==> config.mk <==
export PLATFORM = sky130hd
export DESIGN_NAME = uart_rx_frame_ctrl
export DESIGN_NICKNAME = d
export VERILOG_FILES = /design/src/rtl/uart_rx_frame_ctrl.sv
export SDC_FILE = /design/constraint.sdc
export NUM_CORES = 1
export LEC_CHECK = 0
export ABC_CLOCK_PERIOD_IN_PS = 3000
export BUFFER_PORTS_ARGS = -buffer_cell sky130_fd_sc_hd__buf_4
export CAP_MARGIN = 15
export CORE_ASPECT_RATIO = 0.6
export CORE_MARGIN = 5
export CORE_UTILIZATION = 58
export CTS_CLUSTER_DIAMETER = 30
export DETAILED_ROUTE_END_ITERATION = 10
export PLACE_DENSITY = 0.75
export SYNTH_ARGS = -nofsm -noshare
export SYNTH_HDL_FRONTEND = slang
export SYNTH_SLANG_ARGS = --single-unit
==> constraint.sdc <==
create_clock -name clk -period 3 [get_ports clk]
set_input_delay 0.3 -clock clk [delete_from_list [all_inputs] [get_ports clk]]
set_output_delay 0.3 -clock clk [all_outputs]
set_load 0.05 [all_outputs]
==> src/rtl/uart_rx_frame_ctrl.sv <==
// uart_rx_frame_ctrl
// UART receive controller in the RX oversampling clock domain. It
// synchronises rx_in, detects the start edge, oversamples each bit, shifts
// the payload in LSB first, checks parity and stop bits, and reports the
// result with one-cycle strobes.
//
// Build option: define UART_RX_MAJORITY_EN to resolve each bit by a 2-of-3
// majority of samples at edge_cnt P/2-1, P/2 and P/2+1 (decision point
// D = P/2+1). Without it, one sample is taken at P/2 (D = P/2).
//
// Handshake: there is no back-pressure. data_valid is a one-cycle strobe;
// p_data is valid in that cycle and holds until the next good frame. The
// consumer must take it in that cycle.
//
// Ports:
//   clk, rst_n  RX oversampling clock; asynchronous active-low reset
//   rx_in       serial line, idles high (asynchronous to clk)
//   par_en      frame carries a parity bit
//   par_typ     0 = even parity, 1 = odd parity
//   stop2       1 = two stop bits
//   prescale    clk cycles per bit (8, 16 or 32; anything else acts as 8)
//   p_data      received payload, LSB = first bit on the line
//   data_valid  strobe: good frame in p_data
//   par_err     strobe: parity mismatch
//   stp_err     strobe: a stop bit sampled low (once per failing bit)
//   busy        high whenever the FSM is not idle
//   state_dbg   FSM state (0 IDLE, 1 START, 2 DATA, 3 PARITY, 4 STOP)
module uart_rx_frame_ctrl #(
    parameter int DATA_W  = 8,
    parameter int PRESC_W = 6
) (
    input  logic               clk,
    input  logic               rst_n,
    input  logic               rx_in,
    input  logic               par_en,
    input  logic               par_typ,
    input  logic               stop2,
    input  logic [PRESC_W-1:0] prescale,
    output logic [DATA_W-1:0]  p_data,
    output logic               data_valid,
    output logic               par_err,
    output logic               stp_err,
    output logic               busy,
    output logic [2:0]         state_dbg
);

    localparam logic [2:0] S_IDLE   = 3'd0;
    localparam logic [2:0] S_START  = 3'd1;
    localparam logic [2:0] S_DATA   = 3'd2;
    localparam logic [2:0] S_PARITY = 3'd3;
    localparam logic [2:0] S_STOP   = 3'd4;

    localparam logic [PRESC_W-1:0] P8  = PRESC_W'(8);
    localparam logic [PRESC_W-1:0] P16 = PRESC_W'(16);
    localparam logic [PRESC_W-1:0] P32 = PRESC_W'(32);
    localparam logic [PRESC_W-1:0] ONE = PRESC_W'(1);

    logic               sync1, rx_s;
    logic [2:0]         state;
    logic [PRESC_W-1:0] edge_cnt, p_lat, p_sel, half, d_pt;
    logic [3:0]         bit_cnt, last_k;
    logic               par_en_l, par_typ_l, stop2_l, frame_bad;
    logic [DATA_W-1:0]  shreg;
    logic               smp, at_d, at_wrap, exp_par;

    assign state_dbg = state;

    // Two-flop synchroniser; resets to the idle line level.
    always_ff @(posedge clk or negedge rst_n) begin
        if (!rst_n) begin
            sync1 <= 1'b1;
            rx_s  <= 1'b1;
        end else begin
            sync1 <= rx_in;
            rx_s  <= sync1;
        end
    end

    // Unsupported prescale values fall back to 8.
    always_comb begin
        p_sel = P8;
        if (prescale == P16 || prescale == P32) p_sel = prescale;
    end

    assign half = p_lat >> 1;

`ifdef UART_RX_MAJORITY_EN
    logic maj0, maj1;

    // The first two votes are stored; the third is rx_s at the decision point.
    always_ff @(posedge clk or negedge rst_n) begin
        if (!rst_n) begin
            maj0 <= 1'b1;
            maj1 <= 1'b1;
        end else begin
            if (edge_cnt == half - ONE) maj0 <= rx_s;
            if (edge_cnt == half)       maj1 <= rx_s;
        end
    end

    assign d_pt = half + ONE;
    assign smp  = (maj0 & maj1) | (maj0 & rx_s) | (maj1 & rx_s);
`else
    assign d_pt = half;
    assign smp  = rx_s;
`endif

    assign at_d    = (edge_cnt == d_pt);
    assign at_wrap = (edge_cnt == p_lat - ONE);
    // Index of the last stop bit, counting the start bit as 0.
    assign last_k  = 4'(DATA_W + 1) + {3'b000, par_en_l} + {3'b000, stop2_l};
    assign exp_par = (^shreg) ^ par_typ_l;

    always_ff @(posedge clk or negedge rst_n) begin
        if (!rst_n) begin
            state      <= S_IDLE;
            edge_cnt   <= '0;
            bit_cnt    <= '0;
            p_lat      <= P8;
            par_en_l   <= 1'b0;
            par_typ_l  <= 1'b0;
            stop2_l    <= 1'b0;
            frame_bad  <= 1'b0;
            shreg      <= '0;
            p_data     <= '0;
            data_valid <= 1'b0;
            par_err    <= 1'b0;
            stp_err    <= 1'b0;
            busy       <= 1'b0;
        end else begin
            data_valid <= 1'b0;
            par_err    <= 1'b0;
            stp_err    <= 1'b0;

            if (state != S_IDLE) begin
                if (at_wrap) begin
                    edge_cnt <= '0;
                    bit_cnt  <= bit_cnt + 4'd1;
                end else begin
                    edge_cnt <= edge_cnt + ONE;
                end
            end

            case (state)
                S_IDLE: begin
                    // This cycle is edge 0 of the start bit, so START begins at 1.
                    if (!rx_s) begin
                        state     <= S_START;
                        busy      <= 1'b1;
                        edge_cnt  <= ONE;
                        bit_cnt   <= '0;
                        p_lat     <= p_sel;
                        par_en_l  <= par_en;
                        par_typ_l <= par_typ;
                        stop2_l   <= stop2;
                        frame_bad <= 1'b0;
                    end
                end
                S_START: begin
                    if (at_d && smp) begin
                        state <= S_IDLE;
                        busy  <= 1'b0;
                    end else if (at_wrap) begin
                        state <= S_DATA;
                    end
                end
                S_DATA: begin
                    if (at_d) shreg <= {smp, shreg[DATA_W-1:1]};
                    if (at_wrap && bit_cnt == 4'(DATA_W))
                        state <= par_en_l ? S_PARITY : S_STOP;
                end
                S_PARITY: begin
                    if (at_d && (smp != exp_par)) begin
                        par_err   <= 1'b1;
                        frame_bad <= 1'b1;
                    end
                    if (at_wrap) state <= S_STOP;
                end
                S_STOP: begin
                    if (at_d) begin
                        if (!smp) begin
                            stp_err   <= 1'b1;
                            frame_bad <= 1'b1;
                        end
                        // Leave before the nominal bit end so an early start edge is caught.
                        if (bit_cnt == last_k) begin
                            state <= S_IDLE;
                            busy  <= 1'b0;
                            if (!frame_bad && smp) begin
                                p_data     <= shreg;
                                data_valid <= 1'b1;
                            end
                        end
                    end
                end
                default: begin
                    state <= S_IDLE;
                    busy  <= 1'b0;
                end
            endcase
        end
    end

endmodule

==> out/metrics.cfg, run 1 <==
[outcome]
status = finished, violations left
violations = hold timing

[place]
dp_hpwl_um = 3530
gp_congestion = 0.806
place_area_um2 = 2590
dp_cells = 291
numPortBuffers = 26

[worst_hold_path]
worstHoldPathType = primary input to asynchronous set/reset pin

[timing]
finalHoldViolations = 19
finalCriticalPeriod_ns = 2.53
slew_headroom_pct = 62.6
fin_setup_tns_ns = 0
final-setup-viol-count = 0
finClkSkew_ns = 0.00912
finalCritPeriodShare_pct = 84.2
fin_hold_ws_ns = -0.0121
max_freq_mhz = 396
finalMaxSlewViolations = 0
worst_pin_slew_ns = 0.561
rsz0062_at_grt = no

[floorplanning]
core-area_um2 = 4030
die_y_um = 59.6
die_w_um = 92.6
dieArea_um2 = 5520
num_io_pins = 27
initial_core_util_pct = 58.9
num_rows = 18

[synth]
ys_warn_count = 0
synthCells = 226
synth_nets = 243
yosysTopAreaCellShare_pct = 44.2
synthArstFlopShare_pct = 100
seq_area_frac_synth_pct = 47.6
synth-edff-count = 0
synth_cell_types = 53
synth-seq-cells = 45
synth_area_um2 = 2380
yosysTopAreaCell = dfrtp_1
netlist_top_cells_area = dfrtp_1 44%, mux2_4 5.1%, xnor2_1 4.1%, xor2_1 4.1%, mux2_1 3.8%
synth_top_flop_cell = dfrtp_1
avgSynthCellArea_um2 = 10.5

[clock_network]
tritoncts = yes
cts.clk_slew.worst_paths_ns = 0.09
cts_root_buf = clkbuf_8
clock_latency_ns = 0.30
cts_sinks = 45
cts_resized = 0
cts_setup_buffers = 0
cts_buffer_depth = 2
cts_inserted_buffers = 5
hold_buffers = 0
htree_levels = 2

[finish]
design_area_um2 = 2710
seqCellArea_um2 = 1130
nFillCells = 313
layout.nets = 265
fin_cells = 299
multi_input_area_um2 = 1140
area_delta_synth_final_pct = 13.8
diodes = 0
drive_above_1_share_pct = 20.1

[drt]
drt-total-wl_um = 4970
drtIter0Drc = 169
dr_total_vias = 1730
ant_nets = 0
drc = 0
vias_per_cell = 5.79
wl_per_cell_um = 16.6
first_pass_iters = 4

[worst_setup_path]
critPathBufInv = 0
critical_path.top_delay_family = simple AND/OR/NAND/NOR gates
cp_slowest_stage_delay_ns = 0.81
start_kind = flop
slowest_stage = or4_1
path_max_fanout = 9
path_cells = xor2_1 -> nor4_4 -> nand3_2 -> or4_1 -> mux2_4
path_class = flop to flop
end_kind = flop
cp.arrival_ns = 2.71
required_ns = 3.18

[global_route]
grt_max_degree = 46
antenna_found_initial = 0
grt.overflow.total = 0
grt_pass1_vias = 1602
grt_pass1_wl_um = 8340
track_usage_pct = 19.9

[power]
max-vdd-ir-drop_mv = 0.395
powerDensity_nw_per_um2 = 774
static-leakage-power_nw = 1.31

[flow_run]
drv_cap = 0

## synth_stat cells, types with 4 or more instances
master,instances
ha_1,5
xor2_1,11
inv_1,9
dfrtp_1,42
nor2_1,14
nor3_1,10
xnor2_1,11
mux2_4,8
clkbuf_1,9
nand2_1,20
mux2_1,8
nor2b_1,6
or3_1,4
o21ai_1,6
nand3_1,6
## cell usage in the layout (no fill, tap or decap), types with 6 or more instances in the layout
cell type,count
mux2_1,8
mux2_4,8
dfrtp_1,42
nor3_1,10
nand2_1,20
nor2b_1,6
xor2_1,11
nor2_1,14
inv_1,9
nand3_1,6
o21ai_1,6
xnor2_1,11
clkbuf_8,6
buf_4,28
## cells by family after synthesis
kind of cell | count (synthesis) | share of synthesized area (%)
simple gates | 79 | 17.5
xor+xnor | 23 | 9.06
flops | 45 | 47.6
fa+ha+maj | 5 | 2.63
buf+inv | 25 | 4.42
mux | 16 | 8.85
compound gates | 33 | 9.95
## worst register-to-register path, stage by stage (launching register included)
cell and delay, ns:
dfrtp_1 0.48, xor2_1 0.22, nor4_4 0.35, nand3_2 0.15, or4_1 0.81, mux2_4 0.39
## flip-flops by register name (all words and copies together), names as in the netlist, 3 cells and up
signal / cells
bit_cnt: 4
edge_cnt: 6
p_data: 8
p_lat: 6
shreg: 8
state_dbg: 3
## cell type report
type	count	area share [%]
Sequential cell	45	41.8
Clock inverter	1	1.11
Multi-Input combinational cell	156	42.2
Inverter	12	1.67
Tap cell	50	2.31
Timing Repair Buffer	28	7.77
Clock buffer	7	3.19
## stage by stage
stage          worst slack, ns  hold WS, ns  total power (W)  util (%)
2_1_floorplan            0.795      0.00441          0.00141         -
3_3_place_gp             0.541        0.330          0.00160      64.2
3_5_place_dp             0.505        0.327          0.00161      64.2
4_1_cts                  0.489      0.00248          0.00209      67.1
5_1_grt                  0.360       0.0317          0.00223      67.1
6_report                 0.473      -0.0121          0.00209      67.1
## metal layers
metal	share of wire, %	wire length [µm]	vias up	global-route usage [%]
li1	-	-	830	-
met1	54	2710	835	32.2
met2	37	1850	59	24.8
met3	7.3	362	6	5.84
met4	1.1	53	0	5.64
met5	0	0	-	0
## final timing paths
kind,from,end,cells after the start,slack [ns]
worst max-delay path,edge_cnt[3]$_DFF_PN0_,p_data[6]$_DFFE_PN0P_,5,0.47
worst min-delay path,rst_n,p_data[2]$_DFFE_PN0P_,1,-0.01
worst max register to register,edge_cnt[3]$_DFF_PN0_,p_data[6]$_DFFE_PN0P_,5,0.47
worst min register to register,sync1$_DFF_PN1_,rx_s$_DFF_PN1_,0,0.36
max in group asynchronous,rst_n,sync1$_DFF_PN1_,1,2.62
min in group clk,rx_in,sync1$_DFF_PN1_,1,0.11
## power breakdown
group | total, W | internal [W] | switching (W) | leakage [nW]
clock network | 0.000475 | 0.000272 | 0.000203 | 0.0585
registers | 0.000865 | 0.000707 | 0.000159 | 0.600
logic | 0.000754 | 0.000306 | 0.000448 | 0.653
Note: power is estimated with default switching activity, not from simulation.
==> inputs of run 2 (changes only) <==
ABC_AREA = 1   (was not set)
ABC_CLOCK_PERIOD_IN_PS = 2080   (was 3000)
CORE_UTILIZATION = 52   (was 58)
PLACE_DENSITY = 0.71   (was 0.75)
clock period = 2.08 ns   (was 3 ns; I/O delays follow)
==> out/metrics.cfg, run 2 <==
[synth]
synth_top_family_by_area = simple AND/OR/NAND/NOR gates  ; unchanged
seq_area_frac_synth_pct = 45.8  ; was 47.6%
yosysTopAreaCell = dfrtp_1  ; unchanged
synth_compound_area_share_pct = 8.42  ; was 9.95%
synth-seq-cells = 45  ; unchanged
ys_warn_count = 0  ; unchanged
synthArstFlopShare_pct = 100  ; unchanged
synthXorXnorAreaFrac_pct = 6.04  ; was 9.06%
synth_top_flop_cell = dfrtp_1  ; unchanged
netlist_top_cells_area = dfrtp_1 43%, nand2_1 14%, inv_1 7.0%, xor2_1 3.6%, nand3_1 3.5%  ; was dfrtp_1 44%, mux2_4 5.1%, xnor2_1 4.1%, xor2_1 4.1%, mux2_1 3.8%
yosysTopAreaCellShare_pct = 42.6  ; was 44.2%
synth-adder-area-share_pct = 2.54  ; was 2.63%
synth-edff-count = 0  ; unchanged
synth_most_common_cell = nand2_1  ; was dfrtp_1
synthCells = 316  ; was 226
synth_nets = 333  ; was 243
synth_area_um2 = 2470  ; was 2380 µm²
synth_cell_types = 29  ; was 53
avgSynthCellArea_um2 = 7.80  ; was 10.5 µm²
synth-simple-area-share_pct = 28.3  ; was 17.5%
synth.area.mux_share_pct = 0  ; was 8.85%
synth_commonest_cells = 93 x nand2_1, 46 x inv_1, 42 x dfrtp_1, 17 x nand3_1, 17 x o21ai_1  ; was 42 x dfrtp_1, 20 x nand2_1, 14 x nor2_1, 11 x xnor2_1, 11 x xor2_1

[worst_setup_path]
reg2regPathDepth = 11  ; was 5
cp_num_cells = 11  ; was 5
path_cells = inv_2 -> ha_1 -> xnor2_1 -> a21oi_1 -> nand2_1 -> nor2_2 -> nand2_2 -> nor2_2 -> nand2_1 -> nand2_1 -> nand2_1  ; was xor2_1 -> nor4_4 -> nand3_2 -> or4_1 -> mux2_4
cp.arrival_ns = 2.00  ; was 2.71 ns
slowest_stage = dfrtp_1  ; was or4_1
path_class = flop to flop  ; unchanged
critPathBufInv = 1  ; was 0
crit_path_frequent_cell = nand2_1
end_kind = flop  ; unchanged
start_kind = flop  ; unchanged
cp_slowest_stage_delay_ns = 0.38  ; was 0.81 ns
required_ns = 2.28  ; was 3.18 ns
path_max_fanout = 4  ; was 9
critical_path.top_delay_family = simple AND/OR/NAND/NOR gates  ; unchanged

[timing]
finalMaxSlewViolations = 0  ; unchanged
fin_hold_ws_ns = 0.113  ; was -0.0121 ns
final-setup-viol-count = 0  ; unchanged
finalCriticalPeriod_ns = 1.80  ; was 2.53 ns
finClkSkew_ns = 0.00703  ; was 0.00912 ns
fin_setup_tns_ns = 0  ; unchanged
finalHoldViolations = 0  ; was 19
worst_pin_slew_ns = 0.566  ; was 0.561 ns
rsz0062_at_grt = no  ; unchanged
max_freq_mhz = 555  ; was 396 MHz
slew_headroom_pct = 62.3  ; was 62.6%
finalCritPeriodShare_pct = 86.6  ; was 84.2%

[clock_network]
cts_root_buf = clkbuf_8  ; unchanged
cts_resized = 0  ; unchanged
cts_inserted_buffers = 5  ; unchanged
tritoncts = yes  ; unchanged
cts.clk_slew.worst_paths_ns = 0.08  ; was 0.09 ns
cts_buffer_depth = 2  ; unchanged
clock_latency_ns = 0.30  ; about the same
cts_sinks = 45  ; unchanged
htree_levels = 2  ; unchanged

[finish]
final_cell_mix = 93 x nand2_1, 46 x inv_1, 42 x dfrtp_1  ; was 42 x dfrtp_1, 28 x buf_4, 20 x nand2_1
diodes = 0  ; unchanged
area_delta_synth_final_pct = 15.2  ; was 13.8%
layout.nets = 366  ; was 265
drive_above_1_share_pct = 18.6  ; was 20.1%
fin_cells = 413  ; was 299
final_util_pct = 61.9  ; was 67.1%
design_area_um2 = 2840  ; was 2710 µm²
reg_top3 = p_data: 8 flops, shreg: 8 flops  ; unchanged
nFillCells = 416  ; was 313
final_common_cell = nand2_1  ; was dfrtp_1

[place]
gp_congestion = 0.875  ; was 0.806
numPortBuffers = 26  ; unchanged
dp_hpwl_um = 3820  ; was 3530 µm
place_area_um2 = 2740  ; was 2590 µm²
dp_cells = 403  ; was 291

[floorplanning]
die_y_um = 63.3  ; was 59.6 µm
die_w_um = 98.9  ; was 92.6 µm
dieArea_um2 = 6270  ; was 5520 µm²
initial_core_util_pct = 53.7  ; was 58.9%
num_io_pins = 27  ; unchanged
core-area_um2 = 4590  ; was 4030 µm²
num_rows = 19  ; was 18

[drt]
drc = 0  ; unchanged
drtIter0Drc = 230  ; was 169
wl_per_cell_um = 12.1  ; was 16.6 µm
first_pass_iters = 5  ; was 4
drt-total-wl_um = 5010  ; was 4970 µm
vias_per_cell = 4.81  ; was 5.79
ant_nets = 0  ; unchanged
dr_total_vias = 1986  ; was 1,730

[global_route]
grt_max_degree = 46  ; unchanged
track_usage_pct = 17.5  ; was 19.9%
antenna_found_initial = 0  ; unchanged
grt_pass1_wl_um = 8670  ; was 8340 µm
grt_pass1_vias = 1756  ; was 1,602
grt.overflow.total = 0  ; unchanged

[flow_run]
drv_cap = 0  ; unchanged

[worst_hold_path]
worstHoldPathType = primary input to flop  ; was primary input to asynchronous set/reset pin
min_path_cells = 3

[power]
powerDensity_nw_per_um2 = 1090  ; was 774 nW/µm²
static-leakage-power_nw = 1.52  ; was 1.31 nW
max-vdd-ir-drop_mv = 0.594  ; was 0.395 mV

[outcome]
status = finished clean  ; was finished, violations left

## run 2: cell count changes in the layout (fill, tap and decap cells not counted), moves of 6 or more
cell,change
mux2_4,-8
o21ai_1,+11
nor2b_1,-6
nand3_1,+11
mux2_1,-8
nand2_1,+73
o21ai_0,+6
inv_1,+37
## run 2: final timing paths
kind	slack [ns]	to	startpoint
max in group asynchronous	1.24	p_lat[0]$_DFFE_PN0P_	rst_n
min	0.11	stop2_l$_DFFE_PN0P_	stop2
max	0.28	bit_cnt[2]$_DFF_PN0_	p_lat[0]$_DFFE_PN0P_
max reg2reg	0.28	bit_cnt[2]$_DFF_PN0_	p_lat[0]$_DFFE_PN0P_
min in group asynchronous	0.43	p_lat[4]$_DFFE_PN0P_	rst_n
min reg2reg	0.36	rx_s$_DFF_PN1_	sync1$_DFF_PN1_
## run 2: through the flow
stage | worst slack, ns | power, W
detailed placement | 0.294 | 0.00259
global route | 0.128 | 0.00338
CTS | 0.277 | 0.00313
floorplan | 0.291 | 0.00222
finish | 0.279 | 0.00310
global placement | 0.304 | 0.00255
## run 2: cells by family (layout without fill, tap and decap cells)
family	Yosys count	in the layout
adders and majority gates	5	5
AOI/OAI and AO/OA	38	38
and+or+nand+nor	154	154
buffers and inverters	57	91
xor gates and xnor gates	17	17
DFF	45	45
## run 2: layout make-up
class | instances | area (µm²) | share of cell area [%]
flip-flops and latches | 45 | 1130 | 39.8
multi-input cells | 214 | 1120 | 39.3
repair buffers | 30 | 230 | 8.10
inverters | 53 | 199 | 7.00
well taps | 63 | 78.8 | 2.77
clock buffers | 5 | 68.8 | 2.42
clock inverters | 3 | 17.5 | 0.616
## run 2: power by group
group	switching, W	internal (W)	total [W]
sequential	0.000179	0.00103	0.00121
clock	0.000295	0.000232	0.000527
combinational	0.000895	0.000469	0.00136
## run 2: what timing repair did
item	4_1_cts	5_1_grt
hold endpoints to repair	43	0
setup buffers	0	0
hold buffers	2	0
## run 2: worst register-to-register path, cell delays in order, from the launching register on
cell and delay, ns:
dfrtp_1 0.38, inv_2 0.06, ha_1 0.30, xnor2_1 0.12, a21oi_1 0.20, nand2_1 0.10
nor2_2 0.12, nand2_2 0.10, nor2_2 0.15, nand2_1 0.07, nand2_1 0.05, nand2_1 0.05
## run 2: layer usage
| layer | vias up | routed length, µm | GRT usage [%] |
|---|---|---|---|
| met2 | 61 | 1820 | 21.7 |
| met1 | 873 | 2740 | 29.2 |
| met5 | - | 0 | 0 |
| li1 | 1047 | - | - |
| met3 | 5 | 397 | 3.86 |
| met4 | 0 | 55 | 5.11 |
==> inputs of run 3 (changes only) <==
ABC_CLOCK_PERIOD_IN_PS = 2300   (was 2080)
CORE_UTILIZATION = 50   (was 52)
PLACE_DENSITY = 0.66   (was 0.71)
clock period = 2.3 ns   (was 2.08 ns; I/O delays follow)
==> out/metrics.cfg, run 3 (synthesis gave the netlist of run 2 again) <==
[drt]
drc = 0  ; unchanged
first_pass_iters = 4  ; was 5
vias_per_cell = 4.88  ; was 4.81
drtIter0Drc = 185  ; was 230
dr_total_vias = 2004  ; was 1,986
wl_per_cell_um = 12.9  ; was 12.1 µm
ant_nets = 0  ; unchanged
highest_layer = met4  ; unchanged
route.met2.wl_um = 1930  ; was 1820 µm
drt-total-wl_um = 5310  ; was 5010 µm
routedLengthMet1_um = 3090  ; was 2740 µm
wl_met3_um = 256  ; was 397 µm

[floorplanning]
initial_core_util_pct = 52.9  ; was 53.7%
core-area_um2 = 4660  ; was 4590 µm²
die_w_um = 101  ; was 98.9 µm
dieArea_um2 = 6480  ; was 6270 µm²
num_io_pins = 27  ; unchanged
num_rows = 19  ; unchanged
die_y_um = 64.4  ; was 63.3 µm

[clock_network]
htree_levels = 2  ; unchanged
cts_inserted_buffers = 5  ; unchanged
clock_latency_ns = 0.30  ; about the same
cts_buffer_depth = 2  ; unchanged
cts_sinks = 45  ; unchanged
cts_root_buf = clkbuf_8  ; unchanged
tritoncts = yes  ; unchanged
cts.clk_slew.worst_paths_ns = 0.08  ; about the same
cts_setup_buffers = 0  ; unchanged

[worst_setup_path]
required_ns = 2.49  ; was 2.28 ns
end_kind = flop  ; unchanged
crit_path_frequent_cell = nand2_1  ; unchanged
cp.arrival_ns = 2.09  ; was 2.00 ns
cp_slowest_stage_delay_ns = 0.38  ; about the same
slowest_stage = dfrtp_1  ; unchanged
critPathBufInv = 1  ; unchanged
critical_path.top_delay_family = simple AND/OR/NAND/NOR gates  ; unchanged
path_cells = inv_2 -> ha_1 -> xnor2_1 -> a21oi_1 -> nand2_1 -> nor2_2 -> nand2_2 -> nor2_2 -> nand2_1 -> nand2_1 -> nand2_1  ; unchanged
path_class = flop to flop  ; unchanged
path_max_fanout = 4  ; unchanged
start_kind = flop  ; unchanged

[timing]
finClkSkew_ns = 0.00379  ; was 0.00703 ns
finalHoldViolations = 0  ; unchanged
final-setup-viol-count = 0  ; unchanged
worst_pin_slew_ns = 0.582  ; was 0.566 ns
finalCriticalPeriod_ns = 1.89  ; was 1.80 ns
max_freq_mhz = 528  ; was 555 MHz
fin_setup_tns_ns = 0  ; unchanged
finalCritPeriodShare_pct = 82.3  ; was 86.6%
rsz0062_at_grt = no  ; unchanged
finalMaxSlewViolations = 0  ; unchanged
slew_headroom_pct = 61.2  ; was 62.3%
timing.final.ws_setup_ns = 0.406  ; was 0.279 ns

[outcome]
status = finished clean  ; unchanged

[global_route]
antenna_found_initial = 0  ; unchanged
grt_pass1_vias = 1894  ; was 1,756
grt_pass1_wl_um = 9340  ; was 8670 µm
grt_max_degree = 46  ; unchanged
track_usage_pct = 18.3  ; was 17.5%
grt.overflow.total = 0  ; unchanged

[finish]
area_delta_synth_final_pct = 15.7  ; was 15.2%
final_util_pct = 61.3  ; was 61.9%
fin_cells = 411  ; was 413
drive_above_1_share_pct = 18.1  ; was 18.6%
final_common_cell = nand2_1  ; unchanged
final_cell_mix = 93 x nand2_1, 46 x inv_1, 42 x dfrtp_1  ; unchanged
diodes = 0  ; unchanged
design_area_um2 = 2850  ; was 2840 µm²
layout.nets = 364  ; was 366
reg_top3 = p_data: 8 flops, shreg: 8 flops  ; unchanged

[flow_run]
drv_cap = 0  ; unchanged

[place]
numPortBuffers = 26  ; unchanged
place_area_um2 = 2730  ; was 2740 µm²
dp_cells = 402  ; was 403
dp_hpwl_um = 4010  ; was 3820 µm
gp_congestion = 0.852  ; was 0.875
place_ws_ns = 0.431  ; was 0.294 ns

[power]
powerDensity_nw_per_um2 = 1030  ; was 1090 nW/µm²
max-vdd-ir-drop_mv = 0.511  ; was 0.594 mV
static-leakage-power_nw = 1.52  ; about the same

[worst_hold_path]
worstHoldPathType = primary input to flop  ; unchanged

[run 3: stage by stage]
stage | total power, W | hold WS, ns
finish | 0.00295 | 0.0315
detailed placement | 0.00233 | 0.273
CTS | 0.00297 | 0.0271
global placement | 0.00230 | 0.269
global route | 0.00321 | 0.0115
floorplan | 0.00201 | -0.0656
[run 3: cell type report]
type / instances / area, µm²
fill: 443 / 1810
tap: 63 / 78.8
multi-input combinational: 214 / 1120
timing repair buffer: 28 / 213
inverter: 53 / 199
clock buffer: 7 / 86.3
sequential: 45 / 1130
clock inverter: 1 / 30.0
[run 3: path summary, 6_finish.rpt]
kind                                    endpoint  depth (start not counted)  slack, ns            startpoint
max in group asynchronous      stp_err$_DFF_PN0_                          2       1.43                 rst_n
setup / recovery            bit_cnt[2]$_DFF_PN0_                         11       0.41  p_lat[0]$_DFFE_PN0P_
hold reg to reg                   rx_s$_DFF_PN1_                          0       0.36       sync1$_DFF_PN1_
min in group asynchronous  edge_cnt[5]$_DFF_PN0_                          2       0.46                 rst_n
setup reg to reg            bit_cnt[2]$_DFF_PN0_                         11       0.41  p_lat[0]$_DFFE_PN0P_
hold / removal                   sync1$_DFF_PN1_                          1       0.03                 rx_in
[run 3: per-layer routing]
metal	up-vias	track usage, %
met2	35	22.5
met4	0	4.20
met3	5	4.57
li1	1047	-
met1	917	30.7
met5	-	0
[run 3: report_power, final]
part,switching (W),internal [W],total (W)
registers,0.000163,0.000934,0.00110
logic,0.000820,0.000410,0.00123
clock network,0.000271,0.000354,0.000626
[run 3: timing repair]
item,4_1_cts,5_1_grt
hold buffers,1,0
resized for setup,0,0
endpoints found under the hold margin,42,0
